[src/rtl/tetris_pkg.sv]
// tetris_pkg: shared types, shape offset table, colour/LFSR helpers for the active-piece controller.
// PIECE_MOVER_ROTATE_EN selects the four-rotation shape table; otherwise only rotation 0 exists.
package tetris_pkg;
   typedef enum logic [2:0] {SPAWN, IDLE, REQ, RELEASE, OVER} state_t;
   typedef logic signed [2:0] off_t;
   typedef struct packed {
      off_t dv;
      off_t dh;
   } off_pair_t;
   localparam off_t M1 = -3'sd1;
   localparam off_t Z0 = 3'sd0;
   localparam off_t P1 = 3'sd1;
   localparam off_t P2 = 3'sd2;
   localparam logic [7:0] LFSR_TAPS = 8'hB8;
   localparam logic [4:0] WALL_L = 5'd0;
   localparam logic [4:0] WALL_R = 5'd11;
   localparam logic [4:0] FLOOR_H = 5'd20;
   // Piece types I, O, T, S, Z, J, L; each entry is (column, row) offset from the anchor.
`ifdef PIECE_MOVER_ROTATE_EN
   localparam int N_ROT = 4;
   localparam off_pair_t SHAPE_TBL [0:6][0:N_ROT-1][0:3] = '{
      '{'{'{M1,Z0},'{Z0,Z0},'{P1,Z0},'{P2,Z0}}, '{'{Z0,M1},'{Z0,Z0},'{Z0,P1},'{Z0,P2}},
        '{'{M1,Z0},'{Z0,Z0},'{P1,Z0},'{P2,Z0}}, '{'{Z0,M1},'{Z0,Z0},'{Z0,P1},'{Z0,P2}}},
      '{'{'{Z0,Z0},'{P1,Z0},'{Z0,P1},'{P1,P1}}, '{'{Z0,Z0},'{P1,Z0},'{Z0,P1},'{P1,P1}},
        '{'{Z0,Z0},'{P1,Z0},'{Z0,P1},'{P1,P1}}, '{'{Z0,Z0},'{P1,Z0},'{Z0,P1},'{P1,P1}}},
      '{'{'{M1,Z0},'{Z0,Z0},'{P1,Z0},'{Z0,M1}}, '{'{Z0,M1},'{Z0,Z0},'{Z0,P1},'{P1,Z0}},
        '{'{P1,Z0},'{Z0,Z0},'{M1,Z0},'{Z0,P1}}, '{'{Z0,P1},'{Z0,Z0},'{Z0,M1},'{M1,Z0}}},
      '{'{'{Z0,Z0},'{P1,Z0},'{M1,P1},'{Z0,P1}}, '{'{Z0,Z0},'{Z0,P1},'{M1,M1},'{M1,Z0}},
        '{'{Z0,Z0},'{M1,Z0},'{P1,M1},'{Z0,M1}}, '{'{Z0,Z0},'{Z0,M1},'{P1,P1},'{P1,Z0}}},
      '{'{'{M1,Z0},'{Z0,Z0},'{Z0,P1},'{P1,P1}}, '{'{Z0,M1},'{Z0,Z0},'{M1,Z0},'{M1,P1}},
        '{'{P1,Z0},'{Z0,Z0},'{Z0,M1},'{M1,M1}}, '{'{Z0,P1},'{Z0,Z0},'{P1,Z0},'{P1,M1}}},
      '{'{'{M1,M1},'{M1,Z0},'{Z0,Z0},'{P1,Z0}}, '{'{P1,M1},'{Z0,M1},'{Z0,Z0},'{Z0,P1}},
        '{'{P1,P1},'{P1,Z0},'{Z0,Z0},'{M1,Z0}}, '{'{M1,P1},'{Z0,P1},'{Z0,Z0},'{Z0,M1}}},
      '{'{'{P1,M1},'{M1,Z0},'{Z0,Z0},'{P1,Z0}}, '{'{P1,P1},'{Z0,M1},'{Z0,Z0},'{Z0,P1}},
        '{'{M1,P1},'{P1,Z0},'{Z0,Z0},'{M1,Z0}}, '{'{M1,M1},'{Z0,P1},'{Z0,Z0},'{Z0,M1}}}
   };
`else
   localparam int N_ROT = 1;
   localparam off_pair_t SHAPE_TBL [0:6][0:N_ROT-1][0:3] = '{
      '{'{'{M1,Z0},'{Z0,Z0},'{P1,Z0},'{P2,Z0}}},
      '{'{'{Z0,Z0},'{P1,Z0},'{Z0,P1},'{P1,P1}}},
      '{'{'{M1,Z0},'{Z0,Z0},'{P1,Z0},'{Z0,M1}}},
      '{'{'{Z0,Z0},'{P1,Z0},'{M1,P1},'{Z0,P1}}},
      '{'{'{M1,Z0},'{Z0,Z0},'{Z0,P1},'{P1,P1}}},
      '{'{'{M1,M1},'{M1,Z0},'{Z0,Z0},'{P1,Z0}}},
      '{'{'{P1,M1},'{M1,Z0},'{Z0,Z0},'{P1,Z0}}}
   };
`endif
   function automatic logic [2:0] color_of(input logic [2:0] t);
      return t + 3'd1;
   endfunction
   // Restoring division by 7: subtract 224, 112, 56, 28, 14, 7 where they fit.
   function automatic logic [2:0] mod7(input logic [7:0] x);
      logic [7:0] r;
      r = x;
      for (int k = 5; k >= 0; k--) if (r >= (8'd7 << k)) r = r - (8'd7 << k);
      return 3'(r);
   endfunction
endpackage

[src/rtl/piece_shape_rom.sv]
// piece_shape_rom: combinational (type, rotation, anchor) to four cell coordinates.
// PIECE_MOVER_ROTATE_EN enables rotation indexing; otherwise rotation 0 is always used.
module piece_shape_rom
   import tetris_pkg::*;
(
   input  logic [2:0]      type_i,
   input  logic [1:0]      rot_i,
   input  logic [4:0]      v_i,
   input  logic [4:0]      h_i,
   output logic [3:0][4:0] v_o,
   output logic [3:0][4:0] h_o
);
   off_pair_t off [0:3];
`ifdef PIECE_MOVER_ROTATE_EN
   assign off = SHAPE_TBL[type_i][rot_i];
`else
   logic unused_rot;
   assign off = SHAPE_TBL[type_i][0];
   assign unused_rot = ^rot_i;
`endif
   for (genvar c = 0; c < 4; c++) begin : g_cell
      assign v_o[c] = 5'({1'b0, v_i} + {{3{off[c].dv[2]}}, off[c].dv});
      assign h_o[c] = 5'({1'b0, h_i} + {{3{off[c].dh[2]}}, off[c].dh});
   end
endmodule

[src/rtl/piece_mover.sv]
// piece_mover: active-piece controller requesting moves from block memory and spawning pieces.
// PIECE_MOVER_ROTATE_EN enables btn_rotate; otherwise rotation stays 0.
module piece_mover
   import tetris_pkg::*;
#(
   parameter logic [4:0] SPAWN_V   = 5'd5,
   parameter logic [4:0] SPAWN_H   = 5'd1,
   parameter logic [7:0] LFSR_SEED = 8'hA5
) (
   input  logic       clk,
   input  logic       reset,
   input  logic       btn_left,
   input  logic       btn_right,
   input  logic       btn_rotate,
   input  logic       gravity_tick,
   input  logic       movement_commit,
   input  logic       movement_declined,
   input  logic       movement_steal,
   output logic       movement_request,
   output logic       movement_intent,
   output logic [4:0] P1blk_v,
   output logic [4:0] P1blk_h,
   output logic [4:0] P2blk_v,
   output logic [4:0] P2blk_h,
   output logic [4:0] P3blk_v,
   output logic [4:0] P3blk_h,
   output logic [4:0] P4blk_v,
   output logic [4:0] P4blk_h,
   output logic [2:0] volatile_blk_color,
   output logic       piece_locked,
   output logic       game_over
);
   state_t          state_q;
   logic [7:0]      lfsr_q, lfsr_d;
   logic [2:0]      type_q, ptype_q;
   logic [1:0]      rot_q, prot_q;
   logic [4:0]      v_q, h_q, pv_q, ph_q;
   logic [3:0]      pend_q, pend_d, pulse, ev, take;
   logic            spawn_q, next_spawn_q, rel_q, req_q, intent_q, locked_q, over_q;
   logic            show;
   logic [3:0][4:0] cur_v, cur_h, prp_v, prp_h, out_v, out_h;
   // Event bits: 0 gravity, 1 left, 2 right, 3 rotate; lowest set bit wins.
`ifdef PIECE_MOVER_ROTATE_EN
   assign pulse = {btn_rotate, btn_right, btn_left, gravity_tick};
`else
   logic unused_rot;
   assign unused_rot = btn_rotate;
   assign pulse = {1'b0, btn_right, btn_left, gravity_tick};
`endif
   assign ev     = pend_q | pulse;
   assign take   = ev & (~ev + 4'd1);
   assign pend_d = (state_q == OVER) ? 4'd0 : ev & ~((state_q == IDLE) ? take : 4'd0);
   assign lfsr_d = {lfsr_q[6:0], ^(lfsr_q & LFSR_TAPS)};
   always_ff @(posedge clk) begin
      if (reset) begin
         state_q      <= SPAWN;
         lfsr_q       <= LFSR_SEED;
         type_q       <= mod7(LFSR_SEED);
         rot_q        <= 2'd0;
         v_q          <= SPAWN_V;
         h_q          <= SPAWN_H;
         ptype_q      <= mod7(LFSR_SEED);
         prot_q       <= 2'd0;
         pv_q         <= SPAWN_V;
         ph_q         <= SPAWN_H;
         pend_q       <= 4'd0;
         spawn_q      <= 1'b0;
         next_spawn_q <= 1'b0;
         rel_q        <= 1'b0;
         req_q        <= 1'b0;
         intent_q     <= 1'b0;
         locked_q     <= 1'b0;
         over_q       <= 1'b0;
      end else begin
         locked_q <= 1'b0;
         pend_q   <= pend_d;
         case (state_q)
            SPAWN: begin
               ptype_q  <= mod7(lfsr_q);
               prot_q   <= 2'd0;
               pv_q     <= SPAWN_V;
               ph_q     <= SPAWN_H;
               intent_q <= 1'b1;
               req_q    <= 1'b1;
               spawn_q  <= 1'b1;
               state_q  <= REQ;
            end
            IDLE: if (|ev) begin
               ptype_q  <= type_q;
               prot_q   <= rot_q + {1'b0, take[3]};
               pv_q     <= take[1] ? v_q - 5'd1 : take[2] ? v_q + 5'd1 : v_q;
               ph_q     <= take[0] ? h_q + 5'd1 : h_q;
               intent_q <= ~take[0];
               req_q    <= 1'b1;
               state_q  <= REQ;
            end
            REQ: if (movement_steal | movement_declined | movement_commit) begin
               req_q   <= 1'b0;
               spawn_q <= 1'b0;
               rel_q   <= 1'b0;
               if (movement_steal) begin
                  locked_q     <= 1'b1;
                  lfsr_q       <= lfsr_d;
                  next_spawn_q <= 1'b1;
                  state_q      <= RELEASE;
               end else if (movement_declined) begin
                  over_q  <= spawn_q;
                  state_q <= spawn_q ? OVER : RELEASE;
               end else begin
                  type_q  <= ptype_q;
                  rot_q   <= prot_q;
                  v_q     <= pv_q;
                  h_q     <= ph_q;
                  state_q <= RELEASE;
               end
            end
            RELEASE: begin
               rel_q <= 1'b1;
               if (rel_q) begin
                  state_q      <= next_spawn_q ? SPAWN : IDLE;
                  next_spawn_q <= 1'b0;
               end
            end
            OVER: over_q <= 1'b1;
            default: state_q <= SPAWN;
         endcase
      end
   end
   piece_shape_rom u_cur (.type_i(type_q), .rot_i(rot_q), .v_i(v_q), .h_i(h_q), .v_o(cur_v), .h_o(cur_h));
   piece_shape_rom u_prp (.type_i(ptype_q), .rot_i(prot_q), .v_i(pv_q), .h_i(ph_q), .v_o(prp_v), .h_o(prp_h));
   assign show               = state_q == REQ;
   assign out_v              = show ? prp_v : cur_v;
   assign out_h              = show ? prp_h : cur_h;
   assign volatile_blk_color = color_of(show ? ptype_q : type_q);
   assign movement_request   = req_q;
   assign movement_intent    = intent_q;
   assign piece_locked       = locked_q;
   assign game_over          = over_q;
   assign P1blk_v = out_v[0];
   assign P1blk_h = out_h[0];
   assign P2blk_v = out_v[1];
   assign P2blk_h = out_h[1];
   assign P3blk_v = out_v[2];
   assign P3blk_h = out_h[2];
   assign P4blk_v = out_v[3];
   assign P4blk_h = out_h[3];
endmodule

[config.mk]
export PLATFORM = sky130hd
export DESIGN_NAME = piece_mover
export DESIGN_NICKNAME = d
export VERILOG_FILES = /design/src/rtl/tetris_pkg.sv /design/src/rtl/piece_shape_rom.sv /design/src/rtl/piece_mover.sv
export SDC_FILE = /design/constraint.sdc
export NUM_CORES = 1
export LEC_CHECK = 0
export BUFFER_PORTS_ARGS = -buffer_cell sky130_fd_sc_hd__buf_2
export CORE_ASPECT_RATIO = 2
export CORE_MARGIN = 1
export CORE_UTILIZATION = 45
export CTS_BUF_LIST = sky130_fd_sc_hd__clkbuf_8
export DETAILED_ROUTE_END_ITERATION = 7
export GPL_TIMING_DRIVEN = 0
export PLACE_DENSITY = 0.75
export SLEW_MARGIN = 20
export SYNTH_ARGS = -nofsm -noshare
export SYNTH_HDL_FRONTEND = slang
export SYNTH_SLANG_ARGS = --single-unit
[constraint.sdc]
create_clock -name clk -period 5.1 [get_ports clk]
set_input_delay 1.02 -clock clk [delete_from_list [all_inputs] [get_ports clk]]
set_output_delay 1.02 -clock clk [all_outputs]
set_load 0.01 [all_outputs]
==> impl_metrics.json <==
{
  "status": "finished clean",
  "yosys.cell_types.count": 67,
  "portBuffers": 53,
  "grt_use_total_pct": 28.5,
  "wl_per_cell_um": 17.9,
  "min_period_over_period_pct": 98.9,
  "finalCriticalPeriod_ns": 5.04,
  "maxCapViolCount": 0,
  "wl_mm": 17.7,
  "critical_path_buf_inv_count": 6,
  "final_area_um2": 6700,
  "r2r_slack_ns": 0.06,
  "rows": 57,
  "cp_top_family": "simple AND/OR/NAND/NOR gates",
  "p_total_mw": 1.70,
  "synth_area_um2": 5610,
  "path_class": "flop to flop",
  "num_vias": 5863,
  "place_inst": 962,
  "cts_tree": "yes",
  "tns_ns": 0,
  "ios": 56,
  "timing.fmax_mhz": 198,
  "dieArea_um2": 13000,
  "yosysTopAreaCellShare_pct": 17.1,
  "ctsHoldBuffers": 0,
  "yosysMostFrequentCell": "nand2_1",
  "end_kind": "flop",
  "drc": 0,
  "synthesis.nets": 842,
  "ys.flop_type": "dfxtp_1",
  "grt_max_degree": 15,
  "clkLatencyLatePin_ns": 0.32,
  "synthTopCellsByArea": "dfxtp_1 (17%), ha_1 (13%), nand2_1 (7.7%)",
  "vias_per_cell": 5.92,
  "p_leak_nw": 3.02,
  "post_dp_cell_area_um2": 6120,
  "syn_inst": 762,
  "core_region_area_um2": 12100,
  "worstPathMaxFanout": 8,
  "cts-htree-levels": 2,
  "power.density_nw_per_um2": 255,
  "fin_cells": 991,
  "syn_area_per_cell_um2": 7.37,
  "seq_area_frac_synth_pct": 17.1,
  "ctsRootBufferMaster": "clkbuf_8",
  "hpwl_mm": 13.4,
  "peakVddDrop_v": 0.000191,
  "skew_ns": 0.00735,
  "critPathArrivalTime_ns": 5.27,
  "fin_nets": 924,
  "drive_gt1_share_pct": 17.4,
  "clock_sinks": 48,
  "finalHoldViolCount": 0,
  "timing.slew.headroom_pct": 43.6,
  "grt_pass1_vias": 5783,
  "n_antenna_cell": 0,
  "antenna_found_initial": 0,
  "die_y_um": 160,
  "overflow": 0,
  "grt_pass1_wl_mm": 28.4,
  "syn_to_final_growth_pct": 19.3,
  "clk_pin_slew_ns": 0.09,
  "numCtsBuffers": 5,
  "async_flop_share_pct": 0,
  "slew_violations": 0,
  "ys_ff_latch": 48,
  "synthTopCellsByCount": "nand2_1 (115), a21oi_1 (67), ha_1 (59), nor2_1 (54), dfxtp_1 (48)",
  "yosys.area.top_type": "dfxtp_1",
  "postRouteAntennaNets": 0,
  "yosys_warnings": 0,
  "drtIter0Drc": 309,
  "start_util_pct": 46.3,
  "slowest_stage": "or4_1",
  "setup_violations": 0,
  "synth-edff-count": 0,
  "critPathRequiredTime_ns": 5.33,
  "worst_slew_pin_slew_ns": 0.846,
  "start_kind": "flop",
  "firstDrtPassIters": 5,
  "cts_max_path_buffers": 2,
  "utilization_pct": 55.3,
  "gp_congestion": 0.902,
  "worst_hold_path_type": "flop to flop",
  "die_x_um": 81.0,
  "cp_slowest_stage_delay_ns": 0.57
}
## metrics by stage
step | setup slack (ns) | hold WS, ns
floorplan | 0.0208 | 0.463
global placement | -0.544 | 0.479
detailed placement | -0.598 | 0.492
CTS | 0.00479 | 0.505
global route | -0.222 | 0.525
finish | 0.0581 | 0.500
## cells by family (layout without fill, tap and decap cells)
group                    count (synthesis)  after routing  synth area share [%]
AO/OA/AOI/OAI                          191            191                  23.1
XOR/XNOR                                63             63                  9.83
adder cells (fa/ha/maj)                 71             71                  17.4
buffers and inverters                   96            178                  6.64
flip-flops                              48             48                  17.1
multiplexers                            15             15                  2.72
AND/OR/NAND/NOR                        278            278                  23.2
## metal layers
metal  GRT usage [%]  vias up  routed length, µm
li1                -     2814                  -
met1            27.8     2732               5980
met2            51.7      218               9550
met3            2.63       99                781
met4            23.3        0               1400
met5               0        -                  0
## report_power, final
group,switching (mW),internal [mW]
clock,0.133,0.193
sequential,0.0230,0.398
combinational,0.556,0.401
## final cells by class
class | count | area, µm²
fillers | 1178 | 5430
multi-input cells | 618 | 4560
flip-flops and latches | 48 | 966
repair buffers | 77 | 462
plain buffers | 48 | 226
well taps | 147 | 184
inverters | 46 | 173
clock buffers | 5 | 68.8
clock inverters | 2 | 60.1
## path summary, 6_finish.rpt
path	from	cells after the start	endpoint
hold / removal	rel_q	2	rel_q
hold reg to reg	rel_q	2	rel_q
setup reg to reg	lfsr_q[4]	26	ptype_q[1]
setup / recovery	lfsr_q[4]	26	ptype_q[1]
## registers in the layout, summed over array words and instances (netlist names)
name / cells
lfsr_q: 8
h_q: 5
ph_q: 5
pv_q: 5
v_q: 5
pend_q: 4
ptype_q: 3
state_q: 3
type_q: 3
game_over: 1
movement_intent: 1
movement_request: 1
next_spawn_q: 1
piece_locked: 1
rel_q: 1
spawn_q: 1
## layout by cell type (no fill, tap or decap), types with 3 or more instances in the layout
cell / netlist / routed
a211o_1: 6 / 6
a211oi_1: 7 / 7
a21o_1: 27 / 27
a21oi_1: 67 / 66
a31oi_1: 6 / 6
and2_1: 7 / 6
and3_1: 4 / 4
buf_1: 6 / 4
buf_2: 4 / 55
buf_4: 0 / 22
buf_6: 1 / 3
clkbuf_1: 39 / 36
clkbuf_8: 0 / 6
dfxtp_1: 48 / 46
fa_1: 12 / 12
ha_1: 59 / 53
ha_2: 0 / 3
ha_4: 0 / 3
inv_1: 46 / 44
mux2i_1: 13 / 10
nand2_1: 115 / 114
nand2b_1: 4 / 4
nand3_1: 24 / 20
nand3b_1: 5 / 5
nand4_1: 5 / 5
nor2_1: 54 / 52
nor2b_1: 7 / 7
nor3_1: 22 / 21
nor4_1: 8 / 5
nor4_4: 0 / 3
o211a_1: 4 / 4
o211ai_1: 5 / 5
o21ai_0: 32 / 31
o21ai_1: 3 / 3
or3_1: 8 / 8
xnor2_1: 42 / 42
xor2_1: 21 / 21
## timing repair
item	CTS	global route
setup buffers	13	11
hold endpoints to repair	0	0
resized for setup	33	30
pin swaps	13	17
endpoints found under the setup margin	3	3
## tightest hold or removal path, cell delays in order, from the launching register on
cell and delay [ns]:
dfxtp_1 0.33, o21ai_0 0.07, a21oi_1 0.06
Power figures use the tool's default switching activity.
